**src/rtl/mem_load_run_ctrl_if.sv**
```systemverilog
// Loader port bundle for mem_load_run_ctrl.
//   master : external loader (drives request/select/write/address/data, takes ack/rdata)
//   slave  : controller (takes the request, returns a one-cycle ack with read data)
interface mem_load_run_ctrl_if #(
   parameter int unsigned EA_W = 8,
   parameter int unsigned PD_W = 16
);
   logic            ext_req;
   logic            ext_sel;
   logic            ext_we;
   logic [EA_W-1:0] ext_addr;
   logic [PD_W-1:0] ext_wdata;
   logic            ext_ack;
   logic [PD_W-1:0] ext_rdata;

   modport master (
      output ext_req, ext_sel, ext_we, ext_addr, ext_wdata,
      input  ext_ack, ext_rdata
   );

   modport slave (
      input  ext_req, ext_sel, ext_we, ext_addr, ext_wdata,
      output ext_ack, ext_rdata
   );
endinterface

```
**src/rtl/mem_load_run_ctrl.sv**
```systemverilog
// Mode controller for the microprogrammed CPU.
// Arbitrates program/data RAM between the external loader and the core,
// runs / single-steps / halts the core, detects the halt opcode and counts
// enabled core cycles. All memory steering is mux-based.
// Ports:
//   clk, rst_n                 clock, async active-low reset
//   ld (slave)                 loader request/ack port (ext_*)
//   cmd_run/cmd_step/cmd_halt  one-cycle command pulses
//   core_en                    core advance enable
//   core_op_vld/core_op        opcode from the core IR
//   core_p_*/core_d_*          core program/data RAM requests
//   pram_*/dram_*              RAM-side address/strobes/data, *_q read data (1-cycle latency)
//   state/halted/cycle_cnt     status
module mem_load_run_ctrl #(
   parameter int unsigned     PA_W    = 8,
   parameter int unsigned     PD_W    = 16,
   parameter int unsigned     DA_W    = 8,
   parameter int unsigned     DD_W    = 8,
   parameter int unsigned     EA_W    = 8,
   parameter int unsigned     OP_W    = 4,
   parameter logic [OP_W-1:0] HALT_OP = OP_W'(4'b1100),
   parameter int unsigned     CNT_W   = 16
) (
   input  logic              clk,
   input  logic              rst_n,
   mem_load_run_ctrl_if.slave ld,
   input  logic              cmd_run,
   input  logic              cmd_step,
   input  logic              cmd_halt,
   output logic              core_en,
   input  logic              core_op_vld,
   input  logic [OP_W-1:0]   core_op,
   input  logic [PA_W-1:0]   core_p_addr,
   input  logic              core_p_rd,
   input  logic [DA_W-1:0]   core_d_addr,
   input  logic              core_d_rd,
   input  logic              core_d_we,
   input  logic [DD_W-1:0]   core_d_wdata,
   output logic [PA_W-1:0]   pram_addr,
   output logic              pram_rd,
   output logic              pram_we,
   output logic [PD_W-1:0]   pram_wdata,
   output logic [DA_W-1:0]   dram_addr,
   output logic              dram_rd,
   output logic              dram_we,
   output logic [DD_W-1:0]   dram_wdata,
   input  logic [PD_W-1:0]   pram_q,
   input  logic [DD_W-1:0]   dram_q,
   output logic [1:0]        state,
   output logic              halted,
   output logic [CNT_W-1:0]  cycle_cnt
);

   typedef enum logic [1:0] {
      ST_IDLE = 2'd0,
      ST_XFER = 2'd1,
      ST_RUN  = 2'd2,
      ST_STEP = 2'd3
   } state_e;

   state_e             state_q, state_d;
   logic               sel_q, sel_d;
   logic               we_q, we_d;
   logic               halted_q, halted_d;
   logic [CNT_W-1:0]   cnt_q, cnt_d;
   logic               ack_c;
   logic [PD_W-1:0]    rdata_c;
   logic               halt_hit_c;
   logic               cnt_sat_c;

   // State and status registers
   always_ff @(posedge clk or negedge rst_n) begin
      if (!rst_n) begin
         state_q  <= ST_IDLE;
         sel_q    <= 1'b0;
         we_q     <= 1'b0;
         halted_q <= 1'b0;
         cnt_q    <= '0;
      end else begin
         state_q  <= state_d;
         sel_q    <= sel_d;
         we_q     <= we_d;
         halted_q <= halted_d;
         cnt_q    <= cnt_d;
      end
   end

   assign halt_hit_c = core_op_vld && (core_op == HALT_OP);
   assign cnt_sat_c  = (cnt_q == {CNT_W{1'b1}});

   // Next state, counter and memory steering
   always_comb begin
      state_d    = state_q;
      sel_d      = sel_q;
      we_d       = we_q;
      halted_d   = halted_q;
      cnt_d      = cnt_q;
      ack_c      = 1'b0;
      rdata_c    = '0;
      pram_addr  = '0;
      pram_rd    = 1'b0;
      pram_we    = 1'b0;
      pram_wdata = '0;
      dram_addr  = '0;
      dram_rd    = 1'b0;
      dram_we    = 1'b0;
      dram_wdata = '0;

      case (state_q)
         ST_IDLE: begin
            if (cmd_run) begin
               state_d  = ST_RUN;
               cnt_d    = '0;
               halted_d = 1'b0;
            end else if (cmd_step) begin
               state_d = ST_STEP;
            end else if (ld.ext_req) begin
               state_d = ST_XFER;
               sel_d   = ld.ext_sel;
               we_d    = ld.ext_we;
               // rst_n gate keeps the RAM strobes quiet while reset is held
               if (!ld.ext_sel) begin
                  pram_addr  = ld.ext_addr[PA_W-1:0];
                  pram_we    = ld.ext_we & rst_n;
                  pram_rd    = ~ld.ext_we & rst_n;
                  pram_wdata = ld.ext_wdata;
               end else begin
                  dram_addr  = ld.ext_addr[DA_W-1:0];
                  dram_we    = ld.ext_we & rst_n;
                  dram_rd    = ~ld.ext_we & rst_n;
                  dram_wdata = ld.ext_wdata[DD_W-1:0];
               end
            end
         end
         ST_XFER: begin
            ack_c   = 1'b1;
            state_d = ST_IDLE;
            if (!we_q)
               rdata_c = sel_q ? PD_W'(dram_q) : pram_q;
         end
         ST_RUN, ST_STEP: begin
            pram_addr  = core_p_addr;
            pram_rd    = core_p_rd;
            dram_addr  = core_d_addr;
            dram_rd    = core_d_rd;
            dram_we    = core_d_we;
            dram_wdata = core_d_wdata;
            if (!cnt_sat_c)
               cnt_d = cnt_q + CNT_W'(1);
            if (halt_hit_c)
               halted_d = 1'b1;
            // STEP always ends after one cycle; RUN ends on halt opcode or cmd_halt
            if ((state_q == ST_STEP) || halt_hit_c || cmd_halt)
               state_d = ST_IDLE;
         end
         default: state_d = ST_IDLE;
      endcase
   end

   assign core_en      = (state_q == ST_RUN) || (state_q == ST_STEP);
   assign ld.ext_ack   = ack_c;
   assign ld.ext_rdata = rdata_c;
   assign state        = 2'(state_q);
   assign halted       = halted_q;
   assign cycle_cnt    = cnt_q;

endmodule

```
**src/flat_wrapper.sv**
```systemverilog
// flat-port wrapper written by rule: the top's interface ports become plain ports
module mem_load_run_ctrl_flat 
#(
   parameter int unsigned     PA_W    = 8,
   parameter int unsigned     PD_W    = 16,
   parameter int unsigned     DA_W    = 8,
   parameter int unsigned     DD_W    = 8,
   parameter int unsigned     EA_W    = 8,
   parameter int unsigned     OP_W    = 4,
   parameter logic [OP_W-1:0] HALT_OP = OP_W'(4'b1100),
   parameter int unsigned     CNT_W   = 16
)
  (clk, rst_n, cmd_run, cmd_step, cmd_halt, core_en, core_op_vld, core_op, core_p_addr, core_p_rd, core_d_addr, core_d_rd, core_d_we, core_d_wdata, pram_addr, pram_rd, pram_we, pram_wdata, dram_addr, dram_rd, dram_we, dram_wdata, pram_q, dram_q, state, halted, cycle_cnt, ld_ext_req, ld_ext_sel, ld_ext_we, ld_ext_addr, ld_ext_wdata, ld_ext_ack, ld_ext_rdata);
  mem_load_run_ctrl_if #(.EA_W(EA_W), .PD_W(PD_W)) ld_i ();
  input  logic clk;
  input  logic rst_n;
  input  logic cmd_run;
  input  logic cmd_step;
  input  logic cmd_halt;
  output logic core_en;
  input  logic core_op_vld;
  input  logic [OP_W-1:0] core_op;
  input  logic [PA_W-1:0] core_p_addr;
  input  logic core_p_rd;
  input  logic [DA_W-1:0] core_d_addr;
  input  logic core_d_rd;
  input  logic core_d_we;
  input  logic [DD_W-1:0] core_d_wdata;
  output logic [PA_W-1:0] pram_addr;
  output logic pram_rd;
  output logic pram_we;
  output logic [PD_W-1:0] pram_wdata;
  output logic [DA_W-1:0] dram_addr;
  output logic dram_rd;
  output logic dram_we;
  output logic [DD_W-1:0] dram_wdata;
  input  logic [PD_W-1:0] pram_q;
  input  logic [DD_W-1:0] dram_q;
  output logic [1:0] state;
  output logic halted;
  output logic [CNT_W-1:0] cycle_cnt;
  input wire logic [$bits(ld_i.ext_req)-1:0] ld_ext_req;
  input wire logic [$bits(ld_i.ext_sel)-1:0] ld_ext_sel;
  input wire logic [$bits(ld_i.ext_we)-1:0] ld_ext_we;
  input wire logic [$bits(ld_i.ext_addr)-1:0] ld_ext_addr;
  input wire logic [$bits(ld_i.ext_wdata)-1:0] ld_ext_wdata;
  output wire logic [$bits(ld_i.ext_ack)-1:0] ld_ext_ack;
  output wire logic [$bits(ld_i.ext_rdata)-1:0] ld_ext_rdata;
  assign ld_i.ext_req = ld_ext_req;
  assign ld_i.ext_sel = ld_ext_sel;
  assign ld_i.ext_we = ld_ext_we;
  assign ld_i.ext_addr = ld_ext_addr;
  assign ld_i.ext_wdata = ld_ext_wdata;
  assign ld_ext_ack = ld_i.ext_ack;
  assign ld_ext_rdata = ld_i.ext_rdata;
  mem_load_run_ctrl #(.PA_W(PA_W), .PD_W(PD_W), .DA_W(DA_W), .DD_W(DD_W), .EA_W(EA_W), .OP_W(OP_W), .HALT_OP(HALT_OP), .CNT_W(CNT_W)) u_core (.clk(clk), .rst_n(rst_n), .ld(ld_i), .cmd_run(cmd_run), .cmd_step(cmd_step), .cmd_halt(cmd_halt), .core_en(core_en), .core_op_vld(core_op_vld), .core_op(core_op), .core_p_addr(core_p_addr), .core_p_rd(core_p_rd), .core_d_addr(core_d_addr), .core_d_rd(core_d_rd), .core_d_we(core_d_we), .core_d_wdata(core_d_wdata), .pram_addr(pram_addr), .pram_rd(pram_rd), .pram_we(pram_we), .pram_wdata(pram_wdata), .dram_addr(dram_addr), .dram_rd(dram_rd), .dram_we(dram_we), .dram_wdata(dram_wdata), .pram_q(pram_q), .dram_q(dram_q), .state(state), .halted(halted), .cycle_cnt(cycle_cnt));
endmodule
```
**config.mk**
```make
export PLATFORM = sky130hd
export DESIGN_NAME = mem_load_run_ctrl_flat
export DESIGN_NICKNAME = d
export VERILOG_FILES = /design/src/rtl/mem_load_run_ctrl_if.sv /design/src/rtl/mem_load_run_ctrl.sv /design/src/flat_wrapper.sv
export SDC_FILE = /design/constraint.sdc
export NUM_CORES = 1
export LEC_CHECK = 0
export BUFFER_PORTS_ARGS = -buffer_cell sky130_fd_sc_hd__buf_2
export CAP_MARGIN = 20
export CORE_UTILIZATION = 38
export CTS_BUF_LIST = sky130_fd_sc_hd__clkbuf_2 sky130_fd_sc_hd__clkbuf_4 sky130_fd_sc_hd__clkbuf_8
export CTS_CLUSTER_DIAMETER = 150
export CTS_CLUSTER_SIZE = 14
export DETAILED_ROUTE_END_ITERATION = 10
export GPL_TIMING_DRIVEN = 0
export PLACE_DENSITY = 0.93
export SYNTH_ARGS = -nofsm -noshare
export SYNTH_HDL_FRONTEND = slang
export SYNTH_SLANG_ARGS = --single-unit
```
**constraint.sdc**
```tcl
create_clock -name clk -period 2.8 [get_ports clk]
set_clock_uncertainty 0.1 [all_clocks]
set_input_delay 0.84 -clock clk [delete_from_list [all_inputs] [get_ports clk]]
set_output_delay 0.84 -clock clk [all_outputs]
set_load 0.1 [all_outputs]
```
; ---- Word level (Yosys, flattened, before mapping)
; Cells that the tools add are included.
[classes]
n_eq_ne = 10
n_mux = 55
bitwise = 5
addsub = 1
reduce_logical = 11
[op_table]
columns = operator, count
row1 = $mux W16, 10
row2 = $mux W8, 12
row3 = $pmux W8 S2, 3
row4 = $pmux W16 S2, 1
row5 = $mux W1, 20
row6 = $add A16 B1 Y16 const B, 1
row7 = $eq A16 B16 Y1 const B, 1
row8 = $mux W2, 4
row9 = $pmux W1 S2, 4
row10 = $pmux W2 S3, 1
row11 = $reduce_and A3 Y1, 2
row12 = $eq A2 B2 Y1 const B, 2
row13 = $eq A4 B4 Y1 const B, 1
row14 = $ne A2 B1 Y1 const B, 2
row15 = $ne A2 B2 Y1 const B, 2
row16 = $ne A4 B4 Y1 const B, 1
row17 = $reduce_and A4 Y1, 1
row18 = $logic_or A1 B1 Y1, 3
row19 = $not A1 Y1, 3
row20 = $and A1 B1 Y1, 2
row21 = $eq A2 B1 Y1 const B, 1
row22 = $logic_not A2 Y1, 1
row23 = $reduce_and A2 Y1, 1
row24 = $reduce_bool A2 Y1, 1
row25 = 2 further kinds, 2
[totals]
elab_cells = 87
output_inout_bits = 81
reg_bits = 21
input_bits = 88

; ---- Depth between registers and ports, before layout
; Gate-level depths: netlist (run 1).
[depth]
ltp_word = 7
mapped_depth = 6
depth_no_buf = 5

; ---- Worst setup path before layout (run 1)
; OpenSTA, ideal clock, no wires.
[synth_timing]
path_type = reg-to-output
start = register u_core.state_q[0], in the netlist u_core.state[0]
end = output ld_ext_rdata[0]
arrival_time_ns = 4.080
path_stages_with_launch = 5
path_buffers = 1
slack_ns = -2.220
cell_sequence = dfrtp_1 > nor2b_1 > nand2b_1 > clkbuf_1 > nor2_1
[synth_via]
elab_chain_len = 2
[synth_lines]
columns = item, line_no
row1 = start: declaration, mem_load_run_ctrl.sv:61  ; state_e state_q, state_d;
row2 = start signal: assignment, mem_load_run_ctrl.sv:80  ; state_q <= state_d;
row3 = $eq A2 B1 Y1, mem_load_run_ctrl.sv:109  ; case (state_q)
row4 = $mux W16, mem_load_run_ctrl.sv:109
row5 = end: declaration, flat_wrapper.sv:48  ; output wire logic [$bits(ld_i.ext_rdata)-1:0] ld_ext_rdata;
; No other way between the ends.

; ---- Final worst setup path (run 1)
[layout_timing]
start = input cmd_run
end = output pram_we
[layout_via]
elab_chain_len = 2
[layout_lines]
columns = item, line_no
row1 = start: declaration, flat_wrapper.sv:17  ; input logic cmd_run;
row2 = $mux W1, mem_load_run_ctrl.sv:111  ; if (cmd_run) begin
row3 = $mux W1, mem_load_run_ctrl.sv:109
row4 = end: declaration, flat_wrapper.sv:31  ; output logic pram_we;
; No other way between the ends.

==> run_results.csv, run 1 <==
group,metric,value,unit
outcome,status,"finished with violations",
outcome,violations,"setup timing",
critical_path,ff2ff_path_depth,5,
sta,holdWs,0.360,ns
synth,ys_types,41,
final_layout,area_growth,134,%
final_layout,final_common_cell,"buf_2",
final_layout,nFillCells,143,
routing,antenna_left,0,
synth,synth_seq_area_share,0.302,
power,power_per_cell_area,671,nW/µm²
grt,grt_pass1_wl,15.9,mm
power,leakage,1.98,nW
sta,slew_violations,0,
final_layout,seqCellArea,533,µm²
die,core,4380,µm²
sta,final-setup-viol-count,52,
die,num_rows,24,
place,placed_cells,427,
synth,synthArstFlopShare,1.00,
place,numPortBuffers,168,
routing,first_pass_iters,7,
synth,synth_warnings,0,
synth,synthCells,207,
power,vdd_drop_max,0.000980,V
cts,cts_sinks,21,
routing,via_count,3128,
sta,setup_ws,-0.252,ns
critical_path,end_kind,"output port",
sta,worst-slew-pin-transition,0.649,ns
sta,final.setup.tns,-8.62,ns
grt,antenna_found_initial,0,
final_layout,drive_above_1_share,0.693,
critical_path,crit_type,"in -> out",
cts,cts_tree,"yes",
min_path,hold_class,"in -> async",
final_layout,final_cell_mix,"115 x buf_2, 48 x buf_12, 24 x and2_4",
final_layout,multi_input_area,1500,µm²
sta,min_period_over_period,1.09,
die,io_pins,169,
cts,cts_root_buffer,"clkbuf_8",
final_layout,num-nets-final,484,
critical_path,startpoint_type,"primary input",
critical_path,rr_endpoint,"u_core.cycle_cnt[6]",
grt,grt_pass1_vias,2725,
sta,hold_violations,0,
synth,synth_flop_cell,"dfrtp_1",
sta,rsz0062_at_grt,"yes",
cts,htree_levels,1,
routing,drt_wl_total,13.8,mm
die,initial_core_util,0.396,
routing,drtIter0Drc,335,
die,dieWidth,69.6,µm
die,dieArea,4850,µm²
synth,netlist_area,1740,µm²
cts,clock_latency,0.27,ns
synth,netlist.area_leader.share,0.302,
cts,clockBufferDepth,2,
critical_path,crit_required,1.86,ns
sta,max_slew_margin,0.563,
place,hpwl,5.72,mm
synth,yosysTopAreaCell,"dfrtp_1",
critical_path,startpoint,"cmd_run",
die,die_h,69.6,µm
synth,synth.area.top_cells,"dfrtp_1 30%, a22o_1 13%, and2_1 8.6%, mux2i_1 6.9%, nor2_1 3.0%",
cts,ctsHoldBuffers,0,
critical_path,r2r_start,"u_core.cycle_cnt[4]",
critical_path,r2r_slack,0.36,ns
synth,synth_nets,296,
sta,fin_crit,3.05,ns
routing,viasPerCell,7.01,
critical_path,cp_max_fo,8,
synth,synth_seq_cells,21,
grt,grt_use_total,0.430,
cts,path_clk_slew,0.08,ns
place,pre_cts_slack,-0.917,ns
cts,cts_buffers,3,
routing,drc_errors,0,
final_layout,diodes,0,
critical_path,crit_arrival,2.11,ns
sta,clock.fmax,328,MHz
grt,overflow,0,
synth,synth_edf_count,0,
power,power.total,2.73,mW
routing,wl_per_cell,30.9,µm
place,gp_congestion,0.901,
synth,synth.avg_cell_area,8.40,µm²
final_layout,stdcell_count,446,
flow_run,drv_cap,0,
grt,grt_max_degree,25,
==> cell families (layout without fill, tap and decap cells) <==
| group | Yosys count | after routing | synth area share |
|---|---|---|---|
| AND/OR/NAND/NOR | 90 | 90 | 0.300 |
| AO/OA/AOI/OAI | 60 | 60 | 0.260 |
| flip-flops | 21 | 21 | 0.302 |
| buffers and inverters | 21 | 208 | 0.0482 |
| multiplexers | 14 | 14 | 0.0821 |
| adder cells (fa/ha/maj) | 1 | 1 | 0.00720 |
==> where the power goes <==
| part | switching, mW | internal [mW] |
|---|---|---|
| Combinational | 1.39 | 0.633 |
| Clock | 0.109 | 0.112 |
| Sequential | 0.122 | 0.359 |
==> how the worst max path moves through the flow <==
stage | to | cells past startpoint | slack, ns
floorplan | ld_ext_rdata[0] | 5 | -0.33
global placement | pram_wdata[6] | 7 | -0.80
detailed placement | pram_wdata[8] | 7 | -0.92
CTS | pram_wdata[7] | 9 | -0.19
global route | pram_we | 9 | -0.30
finish | pram_we | 9 | -0.25
==> through the flow <==
step	utilization	instance area, µm²
after floorplan	-	1950
after CTS	0.887	3890
after global placement	0.650	2850
after detailed placement	0.650	2850
after global routing	0.926	4060
final	0.926	4060
==> metal layers <==
layer / global-route usage / part of all wire / up-vias
li1: - / - / 1150
met4: 0.244 / 0.12 / 0
met2: 0.737 / 0.43 / 409
met1: 0.477 / 0.31 / 1411
met5: 0 / 0 / -
met3: 0.119 / 0.14 / 158
==> timing repair <==
action | in CTS | in global routing
endpoints found under the setup margin | 60 | 60
resized for setup | 236 | 31
gates cloned | 2 | 0
pin swaps | 15 | 6
setup buffers | 8 | 7
==> critical path: stages <==
cell      delay [ns]
buf_8           0.10
nor3_4          0.13
nand3b_1        0.14
buf_6           0.16
nor2_4          0.10
buf_12          0.15
buf_6           0.10
and3_4          0.20
buf_12          0.18
==> Yosys cell counts, drive strengths merged, types with 6 or more instances <==
cell type  count
a22o          26
and2          24
dfrtp         21
nor2          16
clkbuf        13
mux2i         12
nand2         12
a31oi          8
nand4          8
inv            6
nor3           6
o21ai          6
==> area by class of cell <==
class	count	share of cell area
repair buffers	185	0.441
well taps	52	0.0160
flip-flops and latches	21	0.131
multi-input cells	165	0.370
plain buffers	13	0.0243
clock buffers	4	0.0120
inverters	6	0.00555
==> flip-flops by register name, indices dropped and copies added, names as in the netlist <==
signal            cells
u_core.cycle_cnt     16
u_core.halted         1
u_core.sel_q          1
u_core.state          2
u_core.we_q           1
Power figures use the tool's default switching activity.
==> run 2: changes to the inputs <==
Settings changed: BUFFER_PORTS_ARGS -buffer_cell sky130_fd_sc_hd__buf_2 to -buffer_cell sky130_fd_sc_hd__buf_4.
==> run 2 against run 1 <==
Against the previous run:
- the run now fails in global routing (5_1_grt)
- area after synthesis unchanged
- synthesized cell count unchanged
==> run_results.csv, run 2 <==
group,metric,value,unit
synth,synth_flop_cell,"dfrtp_1",
cts,cts_root_buffer,"clkbuf_8",
die,io_pins,169,
outcome,error,"[ERROR DPL-0038] Utilization greater than 100%, impossible to legalize",
synth,synth_seq_cells,21,
place,numPortBuffers,168,
place,hpwl,5.99,mm
sta,worstEndpointType,"primary output",
grt,grt_max_degree,25,
die,num_rows,24,
place,placed_cells,427,
synth,synth_seq_area_share,0.302,
synth,synth_warnings,0,
die,initial_core_util,0.396,
sta,grt-worst-endpoint,"dram_wdata[4]",
synth,synth.area.top_cells,"dfrtp_1 30%, a22o_1 13%, and2_1 8.6%, mux2i_1 6.9%, nor2_1 3.0%",
synth,yosysMostFrequentCell,"a22o_1",
cts,htree_levels,1,
outcome,status,"did not finish",
outcome,lastStage,"global routing (5_1_grt)",
cts,cts_sinks,21,
synth,netlist.area_leader.share,0.302,
synth,synth_nets,296,
die,die_h,69.6,µm
synth,ys_types,41,
die,dieWidth,69.6,µm
cts,cts_buffers,3,
cts,clockBufferDepth,2,
synth,synth.avg_cell_area,8.40,µm²
place,gp_congestion,0.953,
synth,yosys-top-cells-count,"26 x a22o_1, 24 x and2_1, 21 x dfrtp_1, 14 x nor2_1, 13 x clkbuf_1",
synth,synth_edf_count,0,
synth,synthArstFlopShare,1.00,
synth,netlist_area,1740,µm²
place,dpl_cell_area,3270,µm²
synth,yosysTopAreaCell,"dfrtp_1",
synth,synthCells,207,
==> run 2: cell counts after synthesis <==
No cell type changed its count.
==> run 2: kinds of logic after synthesis <==
kind of cell	after synthesis	synth area share
AOI/OAI and AO/OA	60	0.260
muxes	14	0.0821
DFF	21	0.302
buffers and inverters	21	0.0482
adders and majority gates	1	0.00720
and+or+nand+nor	90	0.300
==> run 2: what timing repair did <==
action,in CTS
gates cloned,2
pin swaps,22
resized for setup,183
hold buffers,0
setup endpoints to repair,52
buffers inserted,4
==> run 2: per-stage QoR <==
step	setup slack, ns	hold WS, ns	setup TNS, ns
after detailed placement	-0.664	0.420	-24.15
after floorplan	-0.326	0.370	-15.42
after global placement	-0.645	0.380	-23.55
after CTS	-0.191	0.364	-6.28
==> run 3: changes to the inputs <==
Settings changed: CORE_UTILIZATION 38 to 37, CTS_BUF_LIST sky130_fd_sc_hd__clkbuf_2 sky130_fd_sc_hd__clkbuf_4 sky130_fd_sc_hd__clkbuf_8 to not set, CTS_CLUSTER_DIAMETER 150 to not set, CTS_CLUSTER_SIZE 14 to not set, PLACE_DENSITY 0.93 to not set, PLACE_DENSITY_LB_ADDON set to 0.15.
==> run 3 against run 2 <==
Against the previous run:
- the flow again stops in global routing (5_1_grt)
- area after synthesis stayed put
- synthesized cell count did not move
==> run_results.csv, run 3 <==
group,metric,value,unit
place,placed_cells,427,
place,hpwl,5.77,mm
synth,ys_types,41,
synth,netlist_area,1740,µm²
die,die_h,70.5,µm
cts,htree_levels,1,
sta,grt-worst-endpoint,"dram_we",
synth,synth_flop_cell,"dfrtp_1",
grt,overflow,127,
cts,cts_sinks,21,
synth,synth_edf_count,0,
grt,grt_max_degree,25,
synth,yosysMostFrequentCell,"a22o_1",
synth,synth.area.top_cells,"dfrtp_1 30%, a22o_1 13%, and2_1 8.6%, mux2i_1 6.9%, nor2_1 3.0%",
synth,synth_nets,296,
outcome,status,"did not finish",
place,numPortBuffers,168,
cts,cts_root_buffer,"clkbuf_8",
synth,synth_seq_cells,21,
outcome,lastStage,"global routing (5_1_grt)",
grt,grt_use_total,0.814,
die,num_rows,24,
synth,netlist.area_leader.share,0.302,
die,dieWidth,70.5,µm
cts,clockBufferDepth,2,
synth,synthCells,207,
die,io_pins,169,
synth,yosysTopAreaCell,"dfrtp_1",
die,initial_core_util,0.391,
sta,worstEndpointType,"primary output",
cts,cts_buffers,3,
grt,antenna_found_initial,2,
place,gp_congestion,0.913,
cts,ctsHoldBuffers,0,
synth,synthArstFlopShare,1.00,
synth,synth.avg_cell_area,8.40,µm²
synth,yosys-top-cells-count,"26 x a22o_1, 24 x and2_1, 21 x dfrtp_1, 14 x nor2_1, 13 x clkbuf_1",
synth,synth_seq_area_share,0.302,
outcome,error,"[ERROR GRT-0232] Routing congestion too high. Check the congestion heatmap in the GUI.",
synth,synth_warnings,0,
==> run 3: cell counts after synthesis <==
No cell type changed its count.
==> run 3: what timing repair did <==
item | 4_1_cts
gates resized for setup | 189
endpoints found under the setup margin | 59
pin swaps | 14
buffers inserted | 10
==> run 3: through the flow <==
step / TNS, ns / cell area (µm²) / utilization / setup slack, ns / hold slack, ns
2_1_floorplan: -15.42 / 1950 / - / -0.326 / 0.370
4_1_cts: -4.62 / 4190 / 0.943 / -0.146 / 0.364
3_5_place_dp: -23.43 / 3270 / 0.736 / -0.663 / 0.394
3_3_place_gp: -22.60 / 3270 / 0.736 / -0.631 / 0.381
==> run 3: per-layer routing <==
metal | GRT usage | GRT overflow
met2 | 1.05 | 73
met3 | 0.557 | 3
met1 | 0.773 | 0
met5 | 0.0202 | 0
met4 | 1.00 | 51
==> run 3: cells by family after synthesis <==
logic type | share of synthesized area
and+or+nand+nor | 0.300
AOI/OAI and AO/OA | 0.260
buffers and inverters | 0.0482
DFF | 0.302
muxes | 0.0821
adders and majority gates | 0.00720
